<file path="config.mk">
export PLATFORM = sky130hd
export DESIGN_NAME = weight_loader
export DESIGN_NICKNAME = d
export VERILOG_FILES = /design/src/rtl/wload_pkg.sv /design/src/rtl/count_wrap.sv /design/src/rtl/weight_loader.sv
export SDC_FILE = /design/constraint.sdc
export NUM_CORES = 1
export LEC_CHECK = 0
export BUFFER_PORTS_ARGS = -buffer_cell sky130_fd_sc_hd__clkbuf_2
export CELL_PAD_IN_SITES_DETAIL_PLACEMENT = 1
export CELL_PAD_IN_SITES_GLOBAL_PLACEMENT = 2
export CORE_MARGIN = 2
export CORE_UTILIZATION = 33
export CTS_BUF_LIST = sky130_fd_sc_hd__clkbuf_2 sky130_fd_sc_hd__clkbuf_4 sky130_fd_sc_hd__clkbuf_8
export DETAILED_ROUTE_END_ITERATION = 12
export GPL_ROUTABILITY_DRIVEN = 0
export GPL_TIMING_DRIVEN = 0
export PLACE_DENSITY_LB_ADDON = 0.1
export SLEW_MARGIN = 20
export SYNTH_ARGS = -nofsm -noshare
export SYNTH_HDL_FRONTEND = slang
export SYNTH_SLANG_ARGS = --single-unit
</file>
<file path="constraint.sdc">
create_clock -name clk -period 1.65 [get_ports clk]
set_input_delay 0.0825 -clock clk [delete_from_list [all_inputs] [get_ports clk]]
set_output_delay 0.0825 -clock clk [all_outputs]
set_load 0.01 [all_outputs]
</file>
<file path="src/rtl/wload_pkg.sv">
// wload_pkg: shared constants and FSM state type for the weight loader
//   BANKS/DEPTH/AW/DW : default geometry (16 banks x 9 taps, 4-bit address, 8-bit weights)
//   LOAD_BEATS        : beats in one complete kernel set
//   wload_state_t     : IDLE / LOAD / DONE
package wload_pkg;
   localparam int BANKS      = 16;
   localparam int DEPTH      = 9;
   localparam int AW         = 4;
   localparam int DW         = 8;
   localparam int LOAD_BEATS = BANKS * DEPTH;
   typedef enum logic [1:0] {IDLE, LOAD, DONE} wload_state_t;
endpackage

</file>
<file path="src/rtl/count_wrap.sv">
// count_wrap: enabled up-counter that wraps to zero after a programmable max
//   clk, xrst : clock, async active-low reset
//   clr_i     : synchronous clear (wins over en_i)
//   en_i      : advance one step
//   max_i     : last count value before wrapping
//   cnt_o     : current count
//   max_o     : count equals max_i (cascade into the next counter's enable)
module count_wrap #(
   parameter int W = 4
) (
   input  logic         clk,
   input  logic         xrst,
   input  logic         clr_i,
   input  logic         en_i,
   input  logic [W-1:0] max_i,
   output logic [W-1:0] cnt_o,
   output logic         max_o
);
   logic [W-1:0] cnt_q, cnt_d;
   assign max_o = cnt_q == max_i;
   assign cnt_o = cnt_q;
   always_comb cnt_d = clr_i ? '0 : en_i ? (max_o ? '0 : cnt_q + W'(1)) : cnt_q;
   always_ff @(posedge clk or negedge xrst)
      if (!xrst) cnt_q <= '0;
      else       cnt_q <= cnt_d;
endmodule

</file>
<file path="src/rtl/weight_loader.sv">
// weight_loader: distributes a host weight stream bank-fastest over BANKS weight banks
//   clk, xrst         : clock, async active-low reset
//   start             : begin a load (ignored while loading)
//   s_valid/s_data    : host weight stream, s_ready = loader in LOAD
//   we/waddr/wdata    : registered bank write port, one-hot we, shared address/data
//   busy / finish     : in LOAD / in DONE
//   checksum          : running 16-bit sum of accepted weights (WLOAD_CHECKSUM_EN only)
module weight_loader
   import wload_pkg::*;
#(
   parameter int BANKS = wload_pkg::BANKS,
   parameter int DEPTH = wload_pkg::DEPTH,
   parameter int AW    = wload_pkg::AW,
   parameter int DW    = wload_pkg::DW
) (
   input  logic             clk,
   input  logic             xrst,
   input  logic             start,
   input  logic             s_valid,
   input  logic [DW-1:0]    s_data,
   output logic             s_ready,
   output logic [BANKS-1:0] we,
   output logic [AW-1:0]    waddr,
   output logic [DW-1:0]    wdata,
   output logic             busy,
   output logic             finish
`ifdef WLOAD_CHECKSUM_EN
   ,
   output logic [15:0]      checksum
`endif
);
   localparam int BW = $clog2(BANKS);
   wload_state_t state_q, state_d;
   logic             acc, enter, bank_max, tap_max;
   logic [BW-1:0]    bank;
   logic [AW-1:0]    tap;
   logic [BANKS-1:0] we_q, we_d;
   logic [AW-1:0]    waddr_q, waddr_d;
   logic [DW-1:0]    wdata_q, wdata_d;
   assign acc   = s_valid && state_q == LOAD;
   // counters and checksum clear whenever a start actually opens a load
   assign enter = start && state_q != LOAD;
   count_wrap #(.W(BW)) u_bank (
      .clk   (clk),
      .xrst  (xrst),
      .clr_i (enter),
      .en_i  (acc),
      .max_i (BW'(BANKS - 1)),
      .cnt_o (bank),
      .max_o (bank_max)
   );
   count_wrap #(.W(AW)) u_tap (
      .clk   (clk),
      .xrst  (xrst),
      .clr_i (enter),
      .en_i  (acc && bank_max),
      .max_i (AW'(DEPTH - 1)),
      .cnt_o (tap),
      .max_o (tap_max)
   );
   always_comb begin
      state_d = enter ? LOAD : (acc && bank_max && tap_max) ? DONE : state_q;
      we_d    = acc ? BANKS'(1) << bank : '0;
      waddr_d = acc ? tap : waddr_q;
      wdata_d = acc ? s_data : wdata_q;
   end
   always_ff @(posedge clk or negedge xrst)
      if (!xrst) begin
         state_q <= IDLE;
         we_q    <= '0;
         waddr_q <= '0;
         wdata_q <= '0;
      end else begin
         state_q <= state_d;
         we_q    <= we_d;
         waddr_q <= waddr_d;
         wdata_q <= wdata_d;
      end
   assign s_ready = state_q == LOAD;
   assign busy    = state_q == LOAD;
   assign finish  = state_q == DONE;
   assign we      = we_q;
   assign waddr   = waddr_q;
   assign wdata   = wdata_q;
`ifdef WLOAD_CHECKSUM_EN
   logic [15:0] sum_q, sum_d;
   always_comb sum_d = enter ? '0 : acc ? sum_q + {{(16-DW){s_data[DW-1]}}, s_data} : sum_q;
   always_ff @(posedge clk or negedge xrst)
      if (!xrst) sum_q <= '0;
      else       sum_q <= sum_d;
   assign checksum = sum_q;
`endif
endmodule

</file>
## Word-level counts from Yosys, hierarchy flattened

Index checks and enable logic that the tools add are counted.
Widths: inputs -> output; s select.

| word-level totals | value |
|---|---|
| register bits after elaboration | 38 |
| bits in latches | 0 |
| memory bits (writable) | 0 |
| ROM bits | 0 |
| bits of input ports | 12 |
| output and inout bits | 31 |
| logic and storage cells | 30 |
| memories | 0 |

| cells by class | value |
|---|---|
| add/sub/neg operators | 2 |
| $mul | 0 |
| divide/modulo/power cells | 0 |
| magnitude comparators | 0 |
| eq/ne operators | 5 |
| shift-type cells | 1 |
| multiplexer cells | 9 |
| bitwise logic cells | 0 |
| reductions and logical operators | 7 |

Operators with widths:

| operator | count |
|---|---|
| $mux 4 | 6 |
| $mux 16 | 1 |
| $shl 1x4->16 const A | 1 |
| $add 4x1->4 const B | 2 |
| $eq 4x4->1 const B | 2 |
| $reduce_bool 2->1 | 3 |
| $logic_and 1x1->1 | 4 |
| $mux 2 | 2 |
| $eq 2x1->1 const B | 1 |
| $eq 2x2->1 const B | 1 |
| $ne 2x1->1 const B | 1 |

## Longest topological paths before layout

Gate-level depths: netlist of run 1.

| depth | value |
|---|---|
| depth in word-level cells | 6 |
| depth in mapped cells | 5 |
| depth with buffers taken out | 5 |

## By module

From an unflattened synthesis of run 1, not the netlist that was laid out.

| unflattened totals | value |
|---|---|
| cells, all modules | 134 |
| area, all modules | 1722.9 sq um |

By module, submodules not included:

| module | instances | cells each | area an instance (sq um) | sequential area each (sq um) |
|---|---|---|---|---|
| weight_loader | 1 | 80 | 1154.9 | 750.7 |
| count_wrap | 2 | 27 | 284.0 | 100.1 |

## Worst setup path after synthesis of run 1

OpenSTA, ideal clock, no wires.

| timing path | value |
|---|---|
| kind | reg-to-reg |
| from | register u_bank.cnt_q[0] (netlist: u_bank.cnt_o[0]) |
| to | register u_tap.cnt_q[2] (netlist: u_tap.cnt_o[2]) |
| library setup time | 0.120 ns |
| arrival | 1.330 ns |
| required time | 1.530 ns |
| slack | 0.201 ns |
| cell stages (with the launch flop) | 6 |
| path buffers | 1 |
| period minus slack after synthesis | 1.449 ns |
| path through | dfrtp_1 ha_1 and3_1 buf_2 and4_1 a31o_1 |

| between the ends | value |
|---|---|
| word-level cells in the longest chain between the ends | 3 |

Ends and longest elaborated chain:

| item | line | text |
|---|---|---|
| start, declared | count_wrap.sv:19 | `logic [W-1:0] cnt_q, cnt_d;` |
| start signal, assigned | count_wrap.sv:25 | `else cnt_q <= cnt_d;` |
| $eq 4x4->1 | count_wrap.sv:20 | `assign max_o = cnt_q == max_i;` |
| $logic_and 1x1->1 | weight_loader.sv:56 | `.en_i (acc && bank_max),` |
| $reduce_bool 2->1 (no source line) | - |  |
| end signal, assigned | count_wrap.sv:25 |  |
| end, declared | count_wrap.sv:19 |  |

No other way between the ends.
A chain may end at the register's enable or synchronous reset.

## Final worst setup path of run 1

| timing path | value |
|---|---|
| from | register u_bank.cnt_q[1] (netlist: u_bank.cnt_o[1]) |
| to | register u_tap.cnt_q[3] (netlist: u_tap.cnt_o[3]) |

The elaborated chain is that of the path after synthesis.

==> results of run 1 <==
[worst max path at each step]
stage                                 from                          to  cells after the start
6_report       u_bank.cnt_o[1]$_DFFE_PN0P_  u_tap.cnt_o[3]$_DFFE_PN0P_                      4
5_1_grt        u_bank.cnt_o[1]$_DFFE_PN0P_  u_tap.cnt_o[3]$_DFFE_PN0P_                      4
4_1_cts        u_bank.cnt_o[0]$_DFFE_PN0P_      state_q[0]$_DFFE_PN0P_                      4
3_3_place_gp   u_bank.cnt_o[0]$_DFFE_PN0P_  u_tap.cnt_o[2]$_DFFE_PN0P_                      5
3_5_place_dp   u_bank.cnt_o[0]$_DFFE_PN0P_      state_q[0]$_DFFE_PN0P_                      4
2_1_floorplan  u_bank.cnt_o[0]$_DFFE_PN0P_  u_tap.cnt_o[2]$_DFFE_PN0P_                      5
[power by group]
| part | switching (mW) | internal (mW) | leakage, nW | total (mW) |
|---|---|---|---|---|
| clock network | 0.309 | 0.353 | 0.0517 | 0.662 |
| logic | 0.319 | 0.236 | 0.601 | 0.554 |
| registers | 0.101 | 1.06 | 0.500 | 1.16 |
[cell families after synthesis]
logic type               Yosys count  synth area share [%]
adder cells (fa/ha/maj)            8                  6.17
AND/OR/NAND/NOR                   72                  22.9
buffers and inverters             14                  4.24
AO/OA/AOI/OAI                     19                  8.03
flip-flops                        38                  58.6
[layout make-up]
class	count	share of cell area, %
sequential	38	45.5
multi-input combinational	99	29.2
timing repair buffer	49	13.4
clock buffer	7	4.31
tap	67	4.01
buffer	7	2.03
inverter	7	1.26
clock inverter	1	0.239
[worst register-to-register path, stage by stage (launching register included)]
cell and delay, ps:
dfrtp_1 440, ha_2 260, nand3_1 200, a211o_1 290, a31o_2 240
[metal layers]
layer	vias to the layer above	wire, um	GRT usage, %
met5	-	0	0
met4	0	54	6.06
met3	6	169	4.07
met2	35	1800	24.8
met1	598	1660	18.4
li1	612	-	-
[stage by stage]
stage          power (mW)  utilization (%)  instance area [um2]  instances  worst slack, ps
6_report             2.37             44.3                 2090        275              112
5_1_grt              2.54             44.3                 2090        275             10.4
4_1_cts              2.41             44.1                 2080        275             26.1
3_5_place_dp         1.72             40.6                 1920        260             27.3
3_3_place_gp         1.69             40.6                 1920        260              103
2_1_floorplan        1.49                -                 1620        151              201
[layout by cell type, fill, tap and decap left out, types with 2 or more instances in the layout]
cell,count
clkbuf_2,42
dfrtp_1,37
nand2_1,35
and3_1,10
and2_1,9
ha_1,7
dlygate4sd3_1,7
inv_1,6
clkbuf_8,6
o21ai_0,5
buf_2,4
nand3_1,4
buf_4,3
nor3_1,3
a21oi_1,3
nand2b_1,2
nor4_1,2
a31o_1,2
a21o_1,2
[state kept, by name, summed over array words and instances (netlist names)]
register and flops:
state_q 2, u_bank.cnt_o 4, u_tap.cnt_o 4, waddr 4
wdata 8, we 16
[timing repair]
item / CTS / global route
hold buffers: 7 / 0
setup endpoints to repair: 0 / 3
endpoints found under the hold margin: 44 / 0
gates resized for setup: 0 / 3
==> reports/metrics.json, run 1 <==
{
  "criticalPathCategory": {"value": "reg -> reg"},
  "postRouteAntennaNets": {"value": 0},
  "seq_area": {"value": 952, "unit": "um2"},
  "effective_utilization_at_floorplan": {"value": 34.3, "unit": "%"},
  "post_synth_arst_share": {"value": 100, "unit": "%"},
  "post-dp-hpwl": {"value": 2700, "unit": "um"},
  "post_cts_clock_slew_at_the_launch_and_capture_registers_of_the_worst_setup_and_hold_paths": {"value": 70, "unit": "ps"},
  "die_height": {"value": 74.1, "unit": "um"},
  "maximum_vdd_ir_drop": {"value": 0.413, "unit": "mV"},
  "rr_endpoint": {"value": "u_tap.cnt_o[3]$_DFFE_PN0P_"},
  "drt-vias-per-instance": {"value": 4.55},
  "wl": {"value": 3680, "unit": "um"},
  "synth.largest_area_cell": {"value": "dfrtp_1"},
  "synthDistinctLibCells": {"value": 30},
  "crit_path_max_incr_delay": {"value": 440, "unit": "ps"},
  "synthesis.nets": {"value": 171},
  "setup_total_negative_slack": {"value": 0, "unit": "ps"},
  "cts_sinks": {"value": 38},
  "cell_by_cell_listing_of_the_critical_path": {"value": "ha_2 > nand3_1 > a211o_1 > a31o_2"},
  "post_synth.cell_area_avg": {"value": 10.7, "unit": "um2"},
  "yosys.cell_count.top_type": {"value": "dfrtp_1"},
  "worstSkewPairLatency": {"value": 290, "unit": "ps"},
  "critical_path.n_buffers_inverters": {"value": 0},
  "ctsLongestPathBuffers": {"value": 2},
  "power_leakage": {"value": 1.15, "unit": "nW"},
  "setup_violations": {"value": 0},
  "max_freq": {"value": 650, "unit": "MHz"},
  "avgRoutedWirePerCell": {"value": 13.4, "unit": "um"},
  "cap_violations": {"value": 0},
  "slew_violations": {"value": 0},
  "critical_path.endpoint_type": {"value": "flip-flop"},
  "cp.arrival": {"value": 1720, "unit": "ps"},
  "fp.coreArea": {"value": 4720, "unit": "um2"},
  "synth_warnings": {"value": 0},
  "diodes": {"value": 0},
  "rows": {"value": 25},
  "tritoncts": {"value": "yes"},
  "drc_errors": {"value": 0},
  "run_status": {"value": "finished clean"},
  "area_delta_synth_final": {"value": 28.9, "unit": "%"},
  "timing.final.crit_share": {"value": 93.2, "unit": "%"},
  "skew": {"value": 3.92, "unit": "ps"},
  "grt_pass1_wl": {"value": 6170, "unit": "um"},
  "grt_max_degree": {"value": 39},
  "ys_seq_elements": {"value": 38},
  "grt_setup_unrepaired": {"value": "no"},
  "hold_path_end": {"value": "wdata[2]$_DFFE_PN0P_"},
  "hold_wc_path_type": {"value": "in -> reg"},
  "chipWidth": {"value": 74.1, "unit": "um"},
  "drt_first_pass_iters": {"value": 2},
  "die-area": {"value": 5490, "unit": "um2"},
  "cts_setup_buffers": {"value": 0},
  "portBuffers": {"value": 42},
  "via_count": {"value": 1251},
  "overflow": {"value": 0},
  "io_pins": {"value": 43},
  "worst-r2r-setup-slack": {"value": 110, "unit": "ps"},
  "grt_pass1_vias": {"value": 1334},
  "layout.filler_cells": {"value": 542},
  "synth_enable_flop_cells": {"value": 0},
  "cts_inserted_buffers": {"value": 5},
  "worstHoldStart": {"value": "s_data[2]"},
  "synth_cells": {"value": 151},
  "timing.critical_path.from_type": {"value": "flip-flop"},
  "slew_headroom": {"value": 37.9, "unit": "%"},
  "clock_tree.htree_level_count": {"value": 2},
  "whs_path_depth": {"value": 3},
  "required": {"value": 1830, "unit": "ps"},
  "critical_path.slowest_cell": {"value": "dfrtp_1"},
  "critPathTopFamily": {"value": "compound AO/OA/AOI/OAI gates"},
  "finalNetCount": {"value": 227},
  "cts.root.buffer_cell": {"value": "clkbuf_8"},
  "multiInputGateArea": {"value": 611, "unit": "um2"},
  "global_route.usage.total": {"value": 14.9, "unit": "%"},
  "post_synth_most_frequent_cells": {"value": "dfrtp_1, nand2_1, and3_1, and2_1, ha_1"},
  "mappedNetlistArea": {"value": 1620, "unit": "um2"},
  "worst_pin_slew": {"value": 931, "unit": "ps"},
  "r2r-start": {"value": "u_bank.cnt_o[1]$_DFFE_PN0P_"},
  "crit_fanout": {"value": 6},
  "synth-seq-area-share": {"value": 58.6, "unit": "%"},
  "drt-initial-drc-count": {"value": 33},
  "r2r_cells": {"value": 4},
  "power_density": {"value": 1140, "unit": "nW/um2"},
  "final-hold-violation-count": {"value": 0},
  "synth.top_cells.by_area": {"value": "dfrtp_1, nand2_1, ha_1"},
  "yosysTopAreaCellShare": {"value": 58.6, "unit": "%"},
  "hold_ws": {"value": 2.21, "unit": "ps"},
  "ys_dominant_reg_cell": {"value": "dfrtp_1"},
  "grt_antenna_before_repair": {"value": 0},
  "drive_above_1_share": {"value": 30.3, "unit": "%"},
  "final_period_minus_worst_setup_slack": {"value": 1540, "unit": "ps"}
}
No activity file was read; power rests on OpenSTA's default activity.
==> run 2: changes to the inputs <==
--- a/config.mk
+++ b/config.mk
@@ -15,7 +15,7 @@
 export GPL_ROUTABILITY_DRIVEN = 0
 export GPL_TIMING_DRIVEN = 0
 export PLACE_DENSITY_LB_ADDON = 0.1
-export SLEW_MARGIN = 20
+export SLEW_MARGIN = 5
 export SYNTH_ARGS = -nofsm -noshare
 export SYNTH_HDL_FRONTEND = slang
 export SYNTH_SLANG_ARGS = --single-unit
==> constraint.sdc (replaced) <==
create_clock -name clk -period 1.7 [get_ports clk]
set_input_delay 0.085 -clock clk [delete_from_list [all_inputs] [get_ports clk]]
set_output_delay 0.085 -clock clk [all_outputs]
set_load 0.01 [all_outputs]
==> run 2 against run 1 <==
- wire length barely moved
- worst setup slack improved by 11 ps
- global-route usage barely moved
- fmax fell by 2.5%
- largest cell class unchanged
- final area fell by 0.54%
- die area did not move
- total power fell by 3.1%
- combinational power fell by 3%
- sequential share of layout area rose by 0.19 points
==> reports/metrics.json, run 2 (synthesis results as in run 1) <==
{
  "io_pins": {"value": 43},
  "tritoncts": {"value": "yes"},
  "skew": {"value": 3.46, "unit": "ps"},
  "required": {"value": 1880, "unit": "ps"},
  "rows": {"value": 25},
  "run_status": {"value": "finished clean"},
  "avgRoutedWirePerCell": {"value": 13.4, "unit": "um"},
  "grt_max_degree": {"value": 39},
  "placement.cell_area": {"value": 1920, "unit": "um2"},
  "die-area": {"value": 5490, "unit": "um2"},
  "area_delta_synth_final": {"value": 28.2, "unit": "%"},
  "cts_inserted_buffers": {"value": 5},
  "post-route-cell-area": {"value": 2080, "unit": "um2"},
  "setup_total_negative_slack": {"value": 0, "unit": "ps"},
  "pre_cts_ws": {"value": 77.3, "unit": "ps"},
  "grt_pass1_vias": {"value": 1328},
  "largest_register_ffs": {"value": 16},
  "drc_errors": {"value": 0},
  "slew_headroom": {"value": 37.9, "unit": "%"},
  "final_period_minus_worst_setup_slack": {"value": 1580, "unit": "ps"},
  "cap_violations": {"value": 0},
  "overflow": {"value": 0},
  "cell_by_cell_listing_of_the_critical_path": {"value": "ha_2 > nand3_1 > a211o_1 > a31o_2"},
  "postRouteAntennaNets": {"value": 0},
  "maximum_vdd_ir_drop": {"value": 0.401, "unit": "mV"},
  "post-dp-hpwl": {"value": 2700, "unit": "um"},
  "timing.critical_path.from_type": {"value": "flip-flop"},
  "timing.final.crit_share": {"value": 92.7, "unit": "%"},
  "clock_tree.htree_level_count": {"value": 2},
  "drt-vias-per-instance": {"value": 4.57},
  "post_cts_clock_slew_at_the_launch_and_capture_registers_of_the_worst_setup_and_hold_paths": {"value": 70, "unit": "ps"},
  "most-common-layout-cells": {"value": "clkbuf_2, dfrtp_1, nand2_1"},
  "slew_violations": {"value": 0},
  "critPathTopFamily": {"value": "compound AO/OA/AOI/OAI gates"},
  "drt_first_pass_iters": {"value": 2},
  "critical_path.n_buffers_inverters": {"value": 0},
  "drt-initial-drc-count": {"value": 23},
  "global_route.usage.total": {"value": 14.9, "unit": "%"},
  "hold_wc_path_type": {"value": "in -> reg"},
  "effective_utilization_at_floorplan": {"value": 34.3, "unit": "%"},
  "grt_setup_unrepaired": {"value": "no"},
  "hold_ws": {"value": 4.32, "unit": "ps"},
  "power_density": {"value": 1110, "unit": "nW/um2"},
  "portBuffers": {"value": 42},
  "final-hold-violation-count": {"value": 0},
  "cts_sinks": {"value": 38},
  "finalNetCount": {"value": 226},
  "wl": {"value": 3680, "unit": "um"},
  "grt_pass1_wl": {"value": 6150, "unit": "um"},
  "layout.filler_cells": {"value": 542},
  "ctsLongestPathBuffers": {"value": 2},
  "criticalPathCategory": {"value": "reg -> reg"},
  "die_height": {"value": 74.1, "unit": "um"},
  "via_count": {"value": 1251},
  "grt_antenna_before_repair": {"value": 0},
  "cts_setup_buffers": {"value": 0},
  "chipWidth": {"value": 74.1, "unit": "um"},
  "finalNonFillerCells": {"value": 274},
  "power_leakage": {"value": 1.15, "unit": "nW"},
  "critical_path.slowest_cell": {"value": "dfrtp_1"},
  "worst_pin_slew": {"value": 931, "unit": "ps"},
  "diodes": {"value": 0},
  "cp.arrival": {"value": 1760, "unit": "ps"},
  "max_freq": {"value": 634, "unit": "MHz"},
  "critical_path.endpoint_type": {"value": "flip-flop"},
  "layout_commonest_cell": {"value": "clkbuf_2"},
  "fp.coreArea": {"value": 4720, "unit": "um2"},
  "post-place-cells": {"value": 260},
  "worstSkewPairLatency": {"value": 280, "unit": "ps"},
  "crit_fanout": {"value": 7},
  "finalWorstSetupSlack": {"value": 123, "unit": "ps"},
  "crit_path_max_incr_delay": {"value": 470, "unit": "ps"},
  "drive_above_1_share": {"value": 30.0, "unit": "%"},
  "cts.root.buffer_cell": {"value": "clkbuf_8"},
  "setup_violations": {"value": 0}
}
run 2: stage by stage:
step / util (%) / power [mW]
3_3_place_gp: 40.6 / 1.64
3_5_place_dp: 40.6 / 1.67
4_1_cts: 43.8 / 2.34
6_report: 44.0 / 2.30
5_1_grt: 44.0 / 2.47
2_1_floorplan: - / 1.45
run 2: path summary, 6_finish.rpt:
path,startpoint,endpoint,slack [ps],cells past startpoint
hold reg to reg,wdata[0]$_DFFE_PN0P_,wdata[0]$_DFFE_PN0P_,480,2
setup / recovery,u_bank.cnt_o[0]$_DFFE_PN0P_,u_tap.cnt_o[3]$_DFFE_PN0P_,120,4
hold / removal,s_data[0],wdata[0]$_DFFE_PN0P_,4,3
min in group asynchronous,xrst,we[11]$_DFF_PN0_,490,2
setup reg to reg,u_bank.cnt_o[0]$_DFFE_PN0P_,u_tap.cnt_o[3]$_DFFE_PN0P_,120,4
max in group asynchronous,xrst,state_q[0]$_DFFE_PN0P_,640,2
run 2: report_power, final:
part / internal (mW) / leakage [nW] / switching, mW
registers: 1.02 / 0.501 / 0.0983
logic: 0.227 / 0.597 / 0.309
clock network: 0.343 / 0.0517 / 0.299
run 2: routing by layer:
layer	routed length, um	global-route usage, %
met3	169	4.07
met5	0	0
met4	54	6.06
met2	1790	24.6
met1	1660	18.5
run 2: what timing repair did:
action                                 4_1_cts  5_1_grt
endpoints found under the hold margin       43        0
hold buffers                                 6        0
resized for setup                            0        2
setup endpoints to repair                    0        1
run 2: area by class of cell:
class                      count  area, um2  area share [%]
sequential                    38        951            45.7
multi-input combinational     99        611            29.4
buffer                         7       42.5            2.05
timing repair buffer          48        270            13.0
inverter                       7       26.3            1.26
tap                           67       83.8            4.03
clock inverter                 1       5.00           0.241
clock buffer                   7       90.1            4.33
run 2: worst min-delay path: stages:
cell and delay (ps):
clkbuf_2 80, nand2_1 40, nand2_1 50
